$ cat src/rtl/div_unit.sv
// Iterative radix-2 restoring divider for the EX stage: quotient to LO, remainder to HI.
// Stalls the pipeline from the start cycle until the 32 steps complete.
module div_unit #(
    parameter int         WIDTH            = 32,
    parameter int         CNT_W            = 6,
    parameter logic [4:0] ALU_SIGNED_DIV   = 5'b11010,
    parameter logic [4:0] ALU_UNSIGNED_DIV = 5'b11011
) (
    input  logic             clk,
    input  logic             resetn,
    input  logic [4:0]       alucontrol_i,
    input  logic             valid_i,
    input  logic [WIDTH-1:0] a_i,
    input  logic [WIDTH-1:0] b_i,
    input  logic             flush_i,
    input  logic             stall_i,
    output logic             stall_o,
    output logic             done_o,
    output logic [WIDTH-1:0] hi_o,
    output logic [WIDTH-1:0] lo_o
);

    typedef enum logic [1:0] {IDLE, BUSY, DONE} state_t;

    state_t             state, state_nxt;
    logic               is_div, is_signed, start, last;
    logic [WIDTH-1:0]   a_mag, b_mag;
    logic [WIDTH-1:0]   rem, quo, divisor;
    logic               neg_q, neg_r;
    logic [CNT_W-1:0]   cnt;
    logic [WIDTH:0]     r_shift;
    logic [WIDTH-1:0]   r_sub, rem_nxt, quo_nxt;
    logic               fits;

    assign is_div    = (alucontrol_i == ALU_SIGNED_DIV) || (alucontrol_i == ALU_UNSIGNED_DIV);
    assign is_signed = (alucontrol_i == ALU_SIGNED_DIV);
    assign start     = valid_i && !flush_i && is_div && (state == IDLE);
    assign a_mag     = (is_signed && a_i[WIDTH-1]) ? -a_i : a_i;
    assign b_mag     = (is_signed && b_i[WIDTH-1]) ? -b_i : b_i;
    assign last      = (cnt == CNT_W'(WIDTH - 1));

    // The partial remainder always ends below the divisor, so only the shift needs the extra bit.
    assign r_shift = {rem, quo[WIDTH-1]};
    assign fits    = (r_shift >= {1'b0, divisor});
    assign r_sub   = r_shift[WIDTH-1:0] - divisor;
    assign rem_nxt = fits ? r_sub : r_shift[WIDTH-1:0];
    assign quo_nxt = {quo[WIDTH-2:0], fits};

    always_ff @(posedge clk) begin
        if (!resetn) begin
            state <= IDLE;
        end else begin
            state <= state_nxt;
        end
    end

    always_comb begin
        state_nxt = state;
        case (state)
            IDLE: begin
                if (start) begin
                    state_nxt = (b_i == '0) ? DONE : BUSY;
                end
            end
            BUSY: begin
                if (flush_i) begin
                    state_nxt = IDLE;
                end else if (last) begin
                    state_nxt = DONE;
                end
            end
            DONE: begin
                if (flush_i || !stall_i) begin
                    state_nxt = IDLE;
                end
            end
            default: state_nxt = IDLE;
        endcase
    end

    always_comb begin
        stall_o = start || (state == BUSY);
        done_o  = (state == DONE);
    end

    // A flush abandons the divide without touching the architectural HI/LO values.
    always_ff @(posedge clk) begin
        if (!resetn) begin
            cnt     <= '0;
            hi_o    <= '0;
            lo_o    <= '0;
            rem     <= '0;
            quo     <= '0;
            divisor <= '0;
            neg_q   <= 1'b0;
            neg_r   <= 1'b0;
        end else if (start) begin
            rem     <= '0;
            quo     <= a_mag;
            divisor <= b_mag;
            neg_q   <= is_signed && (a_i[WIDTH-1] ^ b_i[WIDTH-1]);
            neg_r   <= is_signed && a_i[WIDTH-1];
            cnt     <= '0;
            if (b_i == '0) begin
                lo_o <= '1;
                hi_o <= a_i;
            end
        end else if (state == BUSY && !flush_i) begin
            rem <= rem_nxt;
            quo <= quo_nxt;
            cnt <= cnt + 1'b1;
            if (last) begin
                lo_o <= neg_q ? -quo_nxt : quo_nxt;
                hi_o <= neg_r ? -rem_nxt : rem_nxt;
            end
        end
    end

endmodule

$ cat config.mk
export PLATFORM = sky130hd
export DESIGN_NAME = div_unit
export DESIGN_NICKNAME = d
export VERILOG_FILES = /design/src/rtl/div_unit.sv
export SDC_FILE = /design/constraint.sdc
export NUM_CORES = 1
export LEC_CHECK = 0
export ABC_AREA = 1
export CAP_MARGIN = 20
export CORE_UTILIZATION = 50
export DETAILED_ROUTE_END_ITERATION = 8
export DONT_BUFFER_PORTS = 1
export PLACE_DENSITY = 0.67
export SYNTH_ARGS = -nofsm -noshare
export SYNTH_HDL_FRONTEND = slang
export SYNTH_SLANG_ARGS = --single-unit
$ cat constraint.sdc
create_clock -name clk -period 9.1 [get_ports clk]
set_input_delay 1.82 -clock clk [delete_from_list [all_inputs] [get_ports clk]]
set_output_delay 1.82 -clock clk [all_outputs]
set_load 0.02 [all_outputs]
==> metrics.md <==
| Metric | Value |
|---|---|
| Worst vdd ir | 0.000105 V |
| Die Footprint | 26300 um^2 |
| CTS Hold Buffers Added | 0 |
| DP HPWL | 32500 um |
| Max-cap violation count | 0 |
| Vias in the first global route | 12300 |
| Initial antenna violation count | 0 |
| Netlist cell types | 56 |
| Yosys reg bits | 170 |
| CP max FO | 43 |
| Critical path origin | divisor[27] |
| Wirelength per Cell | 17.4 um |
| Post-route DRC | 0 |
| Clock transition at path regs | 0.07 ns |
| PostCTS Resize Cnt | 0 |
| Reg2reg setup slack | between 4 and 5 ns |
| Pre-Repair DR Iteration Count | 7 |
| I/O Pins | 140 |
| Final setup vio count | 0 |
| Nets@finish | 2182 |
| Status | completed |
| Ys flop type | dfxtp_1 |
| Mapped Area | 12800 um^2 |
| GP Congestion | 0.996 |
| Min-delay src | divisor[22] |
| Layout cells sized above 1 | around 5.3% |
| Final ANT Viol Nets | 0 |
| Area Overhead vs Synth | 5.69% |
| Routed WL | ~42000 um |
| GR Overflow Total | 0 |
| Crit start category | flop |
| Final Hold Viols | 0 |
| Slew @ Worst Pin | 1.04 ns |
| Tcrit/Tclk final | between 50% and 60% |
| Vias per cell | 5.66 |
| LEAKAGE | 6.65 nW |
| GRT Util Overall | ~32% |
| Power Dens Cells | 148 nW/um^2 |
| WP data arrival | 5.43 ns |
| Warnings from Yosys | 0 |
| Max-slew violations | 0 |
| Worst clock skew | 0.0176 ns |
| Top Layer Used | met4 |
| Critical R2R Capture | lo_o[28] |
| Synth Net Count | 2232 |
| Setup crit end kind | flop |
| CTS tree | done |
| Minimum clock period | 5.08 ns |
| Clock Sinks | 170 |
| Number of port buffers | 0 |
| Global-route wire length before repair | 66000 um |
| Initial Utilization | 50.9% |
| Pin count of the biggest net entering global routing | 72 |
| Slew HR | 30.4% |
| Clock insertion delay at the later pin of the skew report | 0.44 ns |
| Hold WC Path Type | flop to flop |
| Synth async-reset ratio | 0% |
| Critical R2R Launch | divisor[27] |
| Setup TNS | 0 ns |
| Metal2 WL | approximately 18000 um |
| RSZ-0062 raised after global routing | no |
| Data required, critical path | 9.45 ns |
| Register area share after synthesis | around a quarter |
| Post-Syn Instances | 2120 |
| CTS Buf Count | 17 |
| Post-CTS setup buffer count | 0 |
| Average cell area after synthesis | 6.04 um^2 |
| Clock Path Buffers | 2 |
| Core Area | 25200 um^2 |
| Num rows | 58 |
| Final worst slack | ~4.0 ns |
| Root Buffer | clkbuf_16 |
| Die Height | 162 um |
| Setup Crit Path Kind | flop to flop |
| Fmax | 0.197 GHz |
| Die W | 162 um |
| Metal-1 WL | 18900 um |
| Place WS | approximately 3.8 ns |
| Fillcell total | 2613 |
| H-tree depth | 4 |
| Initial DRC count | 1425 |
| Worst R2R Path Depth | 25 |
| DR vias | roughly 14000 |
| Worst setup endpoint | lo_o[28] |
| Number of synthesized flops with an enable pin | 0 |
| Ant diodes | 0 |
| Routed length on met3 | just over 4000 um |
==> routing by layer <==
layer | track usage, % | vias to the layer above
met2 | 48.8 | 561
li1 | - | 6829
met4 | 10.2 | 0
met3 | 7.92 | 67
met5 | 0 | -
met1 | 44.3 | 6209
==> registers in the layout, indices dropped and copies added, names as in the netlist <==
| name | flops |
|---|---|
| neg_r | 1 |
| rem | 32 |
| lo_o | 32 |
| state | 2 |
| divisor | 32 |
| cnt | 6 |
| quo | 32 |
| hi_o | 32 |
| neg_q | 1 |
==> metrics by stage <==
stage	utilization, %	std cells	hold slack (ns)	area (um^2)	power, mW
floorplan	-	2120	0.418	12800	1.16
global route	53.8	2413	0.472	13500	2.09
finish	53.8	2413	0.456	13500	2.00
detailed placement	51.4	2380	0.438	12900	1.26
global placement	51.4	2380	0.431	12900	1.26
CTS	53.7	2412	0.456	13500	1.99
==> Yosys cell counts, drive strengths merged (24+ instances only) <==
cell	instances	area [um^2]
nand2	504	1930
inv	325	1220
nor2	249	990
nand3	183	936
dfxtp	170	3400
o21ai	156	796
a21oi	132	668
clkbuf	60	225
nor3	52	285
ha	37	463
o211ai	28	210
xor2	28	245
buf	24	164
==> cells in the final DEF (no fill, tap or decap), drive strengths merged, types with 9 or more instances in the layout <==
| cell type | count |
|---|---|
| o211ai | 28 |
| xor2 | 28 |
| a21oi | 132 |
| clkbuf | 19 |
| buf | 15 |
| xnor2 | 12 |
| a211oi | 9 |
| inv | 332 |
| nor2 | 249 |
| or2 | 13 |
| o22ai | 18 |
| nand4 | 23 |
| o21bai | 19 |
| nor3 | 52 |
| ha | 37 |
| o221ai | 12 |
| a221oi | 10 |
| nand2 | 504 |
| nand3 | 183 |
| dfxtp | 170 |
| o21ai | 156 |
==> area by class of cell <==
type | count | area [um^2] | area share (%)
clock buffer | 19 | 433 | 3.20
clock inverter | 13 | 136 | 1.01
inverter | 330 | 1240 | 9.15
multi-input combinational | 1536 | 7790 | 57.5
sequential | 170 | 3400 | 25.1
tap | 330 | 413 | 3.05
timing repair buffer | 15 | 125 | 0.924
==> kinds of logic after synthesis <==
group                    Yosys count  synth area share [%]
AO/OA/AOI/OAI                    414                  19.0
XOR/XNOR                          40                  2.74
adder cells (fa/ha/maj)           38                  3.77
buffers and inverters            414                  12.7
flip-flops                       170                  26.6
AND/OR/NAND/NOR                 1044                  35.2
==> worst min path at each step <==
stage,end,slack [ns],cells past startpoint
after global routing,divisor[20],0.47,2
after CTS,divisor[20],0.46,2
after floorplan,divisor[22],0.42,2
after detailed placement,divisor[20],0.44,2
final,divisor[22],0.46,2
after global placement,divisor[22],0.43,2
==> critical path: stages (launching register included) <==
cell      delay (ns)
dfxtp_1         0.33
inv_1           0.06
ha_1            0.38
nand2_1         0.09
inv_1           0.06
nand2_1         0.06
nand2_1         0.07
a21oi_1         0.21
nand2_1         0.15
nor2_4          0.48
nand2_8         0.28
inv_2           0.37
ha_1            0.21
inv_1           0.05
nor3_1          0.19
nand3_1         0.14
nor3_1          0.33
nand3_1         0.19
nor2_1          0.26
nand3_1         0.17
inv_1           0.10
nand4_1         0.10
nand2_1         0.10
o21ai_0         0.09
or2_2           0.31
a311oi_1        0.21
==> where the power goes <==
group	total [mW]	internal [mW]	switching, mW
combinational	0.505	0.143	0.362
clock	0.739	0.387	0.353
sequential	0.753	0.748	0.00533
Note: power is estimated with default switching activity, not from simulation.
